File: src/rtl/alu_pkg.sv
// Execute-stage constants shared by the ALU and the HI/LO multiplier:
// funct codes and the multiplier FSM state encoding.
package alu_pkg;

  localparam logic [5:0] FUNCT_AND   = 6'b100100;
  localparam logic [5:0] FUNCT_OR    = 6'b100101;
  localparam logic [5:0] FUNCT_ADD   = 6'b100000;
  localparam logic [5:0] FUNCT_SUB   = 6'b100010;
  localparam logic [5:0] FUNCT_SLT   = 6'b101010;
  localparam logic [5:0] FUNCT_MULTU = 6'b011001;
  localparam logic [5:0] FUNCT_MFHI  = 6'b010000;
  localparam logic [5:0] FUNCT_MFLO  = 6'b010010;

  typedef enum logic [1:0] {
    ST_IDLE = 2'd0,
    ST_RUN  = 2'd1,
    ST_DONE = 2'd2
  } mult_state_t;

  function automatic logic is_multu(input logic [5:0] funct);
    return funct == FUNCT_MULTU;
  endfunction

endpackage

File: src/rtl/multu_hilo_if.sv
// Request/response bundle between the execute stage and the HI/LO multiplier.
interface multu_hilo_if #(
  parameter int WIDTH = 32
);

  logic             start;
  logic [WIDTH-1:0] dataA;
  logic [WIDTH-1:0] dataB;
  logic [5:0]       Signal;
  logic             busy;
  logic             done;
  logic [WIDTH-1:0] dataOut;

  modport master (
    output start, dataA, dataB, Signal,
    input  busy, done, dataOut
  );

  modport slave (
    input  start, dataA, dataB, Signal,
    output busy, done, dataOut
  );

endinterface

File: src/rtl/multu_datapath.sv
// Shift-and-add core: multiplicand register, 2W-bit product register and
// the W+1-bit adder whose carry becomes the top bit of the shifted product.
module multu_datapath #(
  parameter int WIDTH = 32
) (
  input  logic               clk,
  input  logic               reset,
  input  logic               load,
  input  logic               step,
  input  logic [WIDTH-1:0]   mcand_in,
  input  logic [WIDTH-1:0]   mplier_in,
  output logic [2*WIDTH-1:0] prod_next
);

  logic [WIDTH-1:0]   mcand;
  logic [2*WIDTH-1:0] prod;
  logic [WIDTH:0]     sum;

  // prod_next is the product after the current step, so the controller can
  // commit HI/LO on the same edge as the final iteration.
  always_comb begin
    sum       = {1'b0, prod[2*WIDTH-1:WIDTH]} + {1'b0, (prod[0] ? mcand : {WIDTH{1'b0}})};
    prod_next = {sum, prod[WIDTH-1:1]};
  end

  always_ff @(posedge clk or negedge reset) begin
    if (!reset) begin
      mcand <= '0;
      prod  <= '0;
    end else if (load) begin
      mcand <= mcand_in;
      prod  <= {{WIDTH{1'b0}}, mplier_in};
    end else if (step) begin
      prod  <= prod_next;
    end
  end

endmodule

File: src/rtl/multu_hilo.sv
// Sequential unsigned multiplier with HI/LO result registers; MULTU starts a
// W-cycle run, MFHI/MFLO read the last committed result on dataOut.
module multu_hilo
  import alu_pkg::*;
#(
  parameter int WIDTH = 32,
  parameter int CNT_W = 6
) (
  input logic          clk,
  input logic          reset,
  multu_hilo_if.slave  bus
);

  mult_state_t        state;
  logic [CNT_W-1:0]   count;
  logic [WIDTH-1:0]   hi;
  logic [WIDTH-1:0]   lo;
  logic               busy_q;
  logic               done_q;
  logic [2*WIDTH-1:0] prod_next;
  logic               accept;
  logic               last_step;

  // Starts during RUN are dropped; a start in the DONE cycle is taken.
  assign accept    = bus.start && is_multu(bus.Signal) && (state != ST_RUN);
  assign last_step = (count == CNT_W'(WIDTH - 1));

  multu_datapath #(
    .WIDTH (WIDTH)
  ) datapath (
    .clk       (clk),
    .reset     (reset),
    .load      (accept),
    .step      (state == ST_RUN),
    .mcand_in  (bus.dataA),
    .mplier_in (bus.dataB),
    .prod_next (prod_next)
  );

  always_ff @(posedge clk or negedge reset) begin
    if (!reset) begin
      state  <= ST_IDLE;
      count  <= '0;
      hi     <= '0;
      lo     <= '0;
      busy_q <= 1'b0;
      done_q <= 1'b0;
    end else begin
      case (state)
        ST_IDLE: begin
          done_q <= 1'b0;
          if (accept) begin
            state  <= ST_RUN;
            busy_q <= 1'b1;
            count  <= '0;
          end
        end
        ST_RUN: begin
          count <= count + CNT_W'(1);
          if (last_step) begin
            hi     <= prod_next[2*WIDTH-1:WIDTH];
            lo     <= prod_next[WIDTH-1:0];
            state  <= ST_DONE;
            busy_q <= 1'b0;
            done_q <= 1'b1;
          end
        end
        ST_DONE: begin
          done_q <= 1'b0;
          if (accept) begin
            state  <= ST_RUN;
            busy_q <= 1'b1;
            count  <= '0;
          end else begin
            state  <= ST_IDLE;
          end
        end
        default: begin
          state  <= ST_IDLE;
          busy_q <= 1'b0;
          done_q <= 1'b0;
        end
      endcase
    end
  end

  assign bus.busy = busy_q;
  assign bus.done = done_q;

  always_comb begin
    bus.dataOut = '0;
    if (bus.Signal == FUNCT_MFHI) begin
      bus.dataOut = hi;
    end else if (bus.Signal == FUNCT_MFLO) begin
      bus.dataOut = lo;
    end
  end

endmodule

File: src/flat_wrapper.sv
// flat-port wrapper written by rule: the top's interface ports become plain ports
module multu_hilo_flat import alu_pkg::*;
#(
  parameter int WIDTH = 32,
  parameter int CNT_W = 6
)
  (clk, reset, bus_start, bus_dataA, bus_dataB, bus_Signal, bus_busy, bus_done, bus_dataOut);
  multu_hilo_if #(.WIDTH(WIDTH)) bus_i ();
  input logic clk;
  input logic reset;
  input wire logic [$bits(bus_i.start)-1:0] bus_start;
  input wire logic [$bits(bus_i.dataA)-1:0] bus_dataA;
  input wire logic [$bits(bus_i.dataB)-1:0] bus_dataB;
  input wire logic [$bits(bus_i.Signal)-1:0] bus_Signal;
  output wire logic [$bits(bus_i.busy)-1:0] bus_busy;
  output wire logic [$bits(bus_i.done)-1:0] bus_done;
  output wire logic [$bits(bus_i.dataOut)-1:0] bus_dataOut;
  assign bus_i.start = bus_start;
  assign bus_i.dataA = bus_dataA;
  assign bus_i.dataB = bus_dataB;
  assign bus_i.Signal = bus_Signal;
  assign bus_busy = bus_i.busy;
  assign bus_done = bus_i.done;
  assign bus_dataOut = bus_i.dataOut;
  multu_hilo #(.WIDTH(WIDTH), .CNT_W(CNT_W)) u_core (.clk(clk), .reset(reset), .bus(bus_i));
endmodule
File: config.mk
export PLATFORM = sky130hd
export DESIGN_NAME = multu_hilo_flat
export DESIGN_NICKNAME = d
export VERILOG_FILES = /design/src/rtl/alu_pkg.sv /design/src/rtl/multu_hilo_if.sv /design/src/rtl/multu_datapath.sv /design/src/rtl/multu_hilo.sv /design/src/flat_wrapper.sv
export SDC_FILE = /design/constraint.sdc
export NUM_CORES = 1
export LEC_CHECK = 0
export CORE_MARGIN = 2
export CORE_UTILIZATION = 50
export DETAILED_ROUTE_END_ITERATION = 16
export GPL_TIMING_DRIVEN = 0
export PLACE_DENSITY = 0.73
export SYNTH_ARGS = -nofsm -noshare
export SYNTH_HDL_FRONTEND = slang
export SYNTH_SLANG_ARGS = --single-unit
export TNS_END_PERCENT = 20
File: constraint.sdc
create_clock -name clk -period 4.3 [get_ports clk]
set_clock_uncertainty 0.15 [all_clocks]
set_input_delay 0.86 -clock clk [delete_from_list [all_inputs] [get_ports clk]]
set_output_delay 0.86 -clock clk [all_outputs]
set_load 0.05 [all_outputs]
# ---- Yosys cells after proc, flatten, opt, wreduce, memory -nomap -nowiden
# Index checks and enable logic that the tools add are counted.
dict set report totals {
  regBits 170
  elab_cells 46
}
dict set report classes {
  reduce_logical 10
  n_mux 16
  n_addsub 2
  eq_ne 10
}
# operator n
set op_table {}
lappend op_table {{$mux 64} 2}
lappend op_table {{$mux 32} 3}
lappend op_table {{$add 32x32->33} 1}
lappend op_table {{$eq 6x5->1 const B} 4}
lappend op_table {{$pmux 6 s2} 1}
lappend op_table {{$ne 2x1->1 const B} 4}
lappend op_table {{$reduce_and 2->1} 4}
lappend op_table {{$add 6x1->6 const B} 1}
lappend op_table {{$mux 6} 1}
lappend op_table {{$pmux 2 s3} 1}
lappend op_table {{$mux 1} 5}
lappend op_table {{$mux 2} 2}
lappend op_table {{$reduce_bool 2->1} 2}
lappend op_table {{$eq 2x1->1 const B} 1}
lappend op_table {{$eq 2x2->1 const B} 1}
lappend op_table {{$logic_and 1x1->1} 2}
lappend op_table {{$logic_not 2->1} 1}
lappend op_table {{$pmux 1 s2} 1}
lappend op_table {{$reduce_or 2->1} 1}

# ---- Longest topological paths before layout
dict set report logic_depth {
  depth_word 5
  ltp_mapped 13
  depth_no_buf 12
}

# ---- By module
# A second synthesis with hierarchy kept.
dict set report unflattened {
  hier_cells 906
  area_unflattened_um2 9730.6
}
# mod cells_each seq_area_each_um2 instances area_per_inst_um2
set by_module_without_submodules {}
lappend by_module_without_submodules {multu_datapath 681 2402.3 1 6449.9}
lappend by_module_without_submodules {multu_hilo 225 1851.8 1 3280.6}

# ---- Worst setup path after synthesis
# No wires, ideal clock.
dict set report synth_path {
  kind {input -> output}
  startpoint {in bus_Signal[1]}
  endpoint {out bus_dataOut[11]}
  stages 4
  arrival_time_ps 2358
  slack_ps 932
  t_required_ps 3290
  cell_sequence {clkbuf_1 > clkbuf_1 > mux2i_1 > nor2_1}
}
dict set report synth_via {
  elab_chain_cells 3
}
# item line_no
set synth_lines {}
lappend synth_lines {{start, declared} flat_wrapper.sv:14} ;# input wire logic [$bits(bus_i.Signal)-1:0] bus_Signal;
lappend synth_lines {{$eq 6x5->1} multu_hilo.sv:94} ;# end else if (bus.Signal == FUNCT_MFLO) begin
lappend synth_lines {{$mux 32} multu_hilo.sv:94}
lappend synth_lines {{$mux 32 *} multu_hilo.sv:92} ;# if (bus.Signal == FUNCT_MFHI) begin
lappend synth_lines {{end, declared} flat_wrapper.sv:17} ;# output wire logic [$bits(bus_i.dataOut)-1:0] bus_dataOut;
# Every way passes the cells marked *; elsewhere a longest branch is shown, timed or not.

# ---- Worst setup path after layout
dict set report layout_path {
  startpoint {in bus_Signal[2]}
  endpoint {out bus_dataOut[21]}
}
# The elaborated chain is that of the path after synthesis.

==> impl_metrics.yaml <==
run_status:
  outcome: "finished, final reports clean"
drt:
  route.met3.wl_mm: 1.33
  wl_per_cell_um: 16.8
  vias_per_cell: 5.57
  dr_wl_met2_mm: 10.2
  firstDrtPassIters: 5
  vias: 7700
  routed_wl_mm: 23.2
  wl_met1_mm: 11.3
  ant_nets: 0
  top_layer: "met4"
  drt_iter0_markers: 515
  drc_errors: 0
timing:
  rsz0062_at_grt: "false"
  setup_viol: 0
  post-route-min-period_ns: 4.02
  max_freq_mhz: 249
  min_period_over_period_pct: 93.6
  fin_setup_tns_ns: 0
  tightest_slew_ns: 0.755
  slew_violations: 0
  slew-limit-headroom_pct: 48.4
  hold_violations: 0
global_route:
  antenna_found_initial: 0
  grt_pass1_wl_mm: 38.3
  grt_pass1_vias: 7203
  track_usage_pct: 24.6
  gr-total-overflow: 0
  grt_max_degree: 100
power:
  internal-power_uw: 3820
  combPwrFrac_pct: 31.7
  p_sw_share_pct: 37.1
  power.density_mw_per_mm2: 542
  vdd_drop_max_mv: 0.371
  p_clk_share_pct: 26.7
  p_leak_uw: 0.00580
  p_sw_uw: 2250
  power_uw: 6060
  pwr-share-seq_pct: 41.6
cts:
  clk_transition_reported_paths_ns: 0.07
  clock_path_buffers: 2
  cts.sinks: 170
  post-cts-setup-buffers: 0
  cts_buffers: 17
  cts_root_buffer: "clkbuf_16"
  h-tree-depth: 4
  cts_tree: "yes"
  clk_latency_ns: 0.43
yosys:
  synth_area_per_cell_um2: 8.99
  synth-main-ff-cell: "dfrtp_1"
  synth_nets: 1121
  synth-seq-cells: 170
  async_flop_share_pct: 100
  synth-edff-count: 0
  yosysSeqAreaShare_pct: 46.7
  yosysWarningCount: 0
  netlist_instances: 1014
  syn_area_mm2: 0.00911
  ys_types: 57
worst_setup_path:
  endpoint_kind: "primary output"
  crit_type: "in -> out"
  worst_setup_path_start_kind: "input port"
  crit_slowest_cell: "dlygate4sd2_1"
  r2r_slack_ns: 0.37
  cp_max_fo: 10
  r2r_start: "u_core.datapath.prod[0]"
  cp_slowest_stage_delay_ns: 0.55
  r2r_end: "u_core.hi[30]"
  rr_worst_depth: 12
  crit_arrival_ns: 3.01
  critPathRequiredTime_ns: 3.29
  crit_chain: "clkdlybuf4s50_1, nor2_1, nand2_1, or3_1, clkbuf_1, clkbuf_1, nor2_1, dlygate4sd2_1"
cells_and_area:
  drive_gt1_share_pct: 7.37
  layout_common_cells: "nand2_1, dfrtp_1, nor2_1"
  final_cell_count_no_fill: 1382
  nets: 1247
  layout_commonest_cell: "nand2_1"
  fin_util_pct: 62.5
  syn_to_final_growth_pct: 22.8
  antennaDiodeCount: 0
min_path:
  min_path_type: "in -> async"
place:
  dp_cells: 1350
  portBuffers: 105
  gp_congestion: 0.896
  dp.final_hpwl_mm: 17.1
floorplan:
  die_area_mm2: 0.0193
  start_util_pct: 50.9
  rows: 49
  coreArea_mm2: 0.0179
  die_h_um: 139
  dieWidth_um: 139
  ios: 107
run:
  maxCapViolations: 0
[cells by family (layout without fill, tap and decap cells)]
logic type | after synthesis | in the layout | share of synthesized area (%)
DFF | 170 | 170 | 46.7
adders and majority gates | 34 | 34 | 4.75
AOI/OAI and AO/OA | 205 | 205 | 14.1
and+or+nand+nor | 437 | 437 | 21.1
buffers and inverters | 77 | 216 | 3.25
muxes | 66 | 66 | 7.70
xor gates and xnor gates | 25 | 25 | 2.40
[how the worst max path moves through the flow]
stage / startpoint / endpoint / slack [ns] / depth (start not counted)
floorplan: bus_Signal[1] / bus_dataOut[11] / 0.93 / 4
global placement: reset / u_core.datapath.prod[28] / -4.82 / 1
detailed placement: bus_Signal[2] / bus_dataOut[23] / -0.03 / 8
CTS: bus_Signal[2] / bus_dataOut[22] / 0.0006 / 8
global route: bus_Signal[5] / bus_dataOut[23] / 0.08 / 8
finish: bus_Signal[2] / bus_dataOut[21] / 0.28 / 8
[timing repair]
| item | 4_1_cts | 5_1_grt |
|---|---|---|
| pin swaps | 0 | 0 |
| gates resized for setup | 2 | 31 |
| hold buffers | 0 | 0 |
| gates cloned | 0 | 0 |
| setup endpoints to repair | 2 | 32 |
[worst max-delay path: cells and delay by family]
family                 cells  cell delay, ns
buffers and inverters      4            1.44
AND/OR/NAND/NOR            4            0.71
[flip-flops by register name, summed over array words and instances (netlist names)]
signal	flops
u_core.datapath.prod	64
u_core.datapath.mcand	32
u_core.hi	32
u_core.lo	32
u_core.count	6
u_core.state	2
u_core.bus.busy	1
u_core.bus.done	1
[per-stage QoR]
step                hold slack [ns]  cell area [um2]  worst slack [ns]
global placement              0.308            10400             -4.82
finish                        0.295            11200             0.276
global route                  0.345            11200            0.0780
detailed placement            0.313            10500           -0.0345
CTS                           0.331            11100          0.000645
floorplan                     0.295             9110             0.932
[synth_stat cells (all sizes together) (2+ instances only)]
master,number,area [um2]
dfrtp,170,4250
or2,3,18.8
clkbuf,51,193
ha,33,413
mux2i,33,330
nor2,87,327
inv,13,48.8
nand2b,7,43.8
o21ai,69,345
a221oi,2,35.0
or3,4,25.0
a21oi,33,169
nand4b,2,17.5
o31ai,10,75.1
xor2,15,131
o21a,3,22.5
or4,3,22.5
nor3,4,20.0
nor3b,2,15.0
a211oi,2,20.0
and3,4,25.0
nor2b,5,31.3
nand4,10,62.6
and4,3,26.3
nand3,41,205
a31oi,39,244
mux2,33,372
and2,35,221
o211ai,2,20.0
buf,13,55.1
nand2,225,845
xnor2,10,87.6
a2111oi,3,27.5
a21o,26,195
o21bai,4,30.0
o2bb2ai,3,26.3
[power groups by stage]
stage | Combinational [uW] | Clock [uW] | Sequential [uW]
2_1_floorplan | 1360 | 0 | 2400
6_report | 1920 | 1620 | 2520
4_1_cts | 1910 | 1630 | 2510
5_1_grt | 2170 | 1700 | 2580
3_5_place_dp | 1910 | 0 | 2520
3_3_place_gp | 1840 | 0 | 2520
[per-layer routing]
layer,track usage [%],vias to the layer above
met5,0,-
li1,-,3746
met1,37.9,3683
met4,6.59,0
met2,36.1,246
met3,4.18,25
[layout make-up]
cell class              count  area [um2]
clock buffers              20         457
well taps                 229         287
flip-flops and latches    170        4250
plain buffers              64         249
fillers                  1521        6710
clock inverters            12         164
repair buffers            107        1160
multi-input cells         767        4570
inverters                  13        48.8
(Power assumes the default switching activity.)
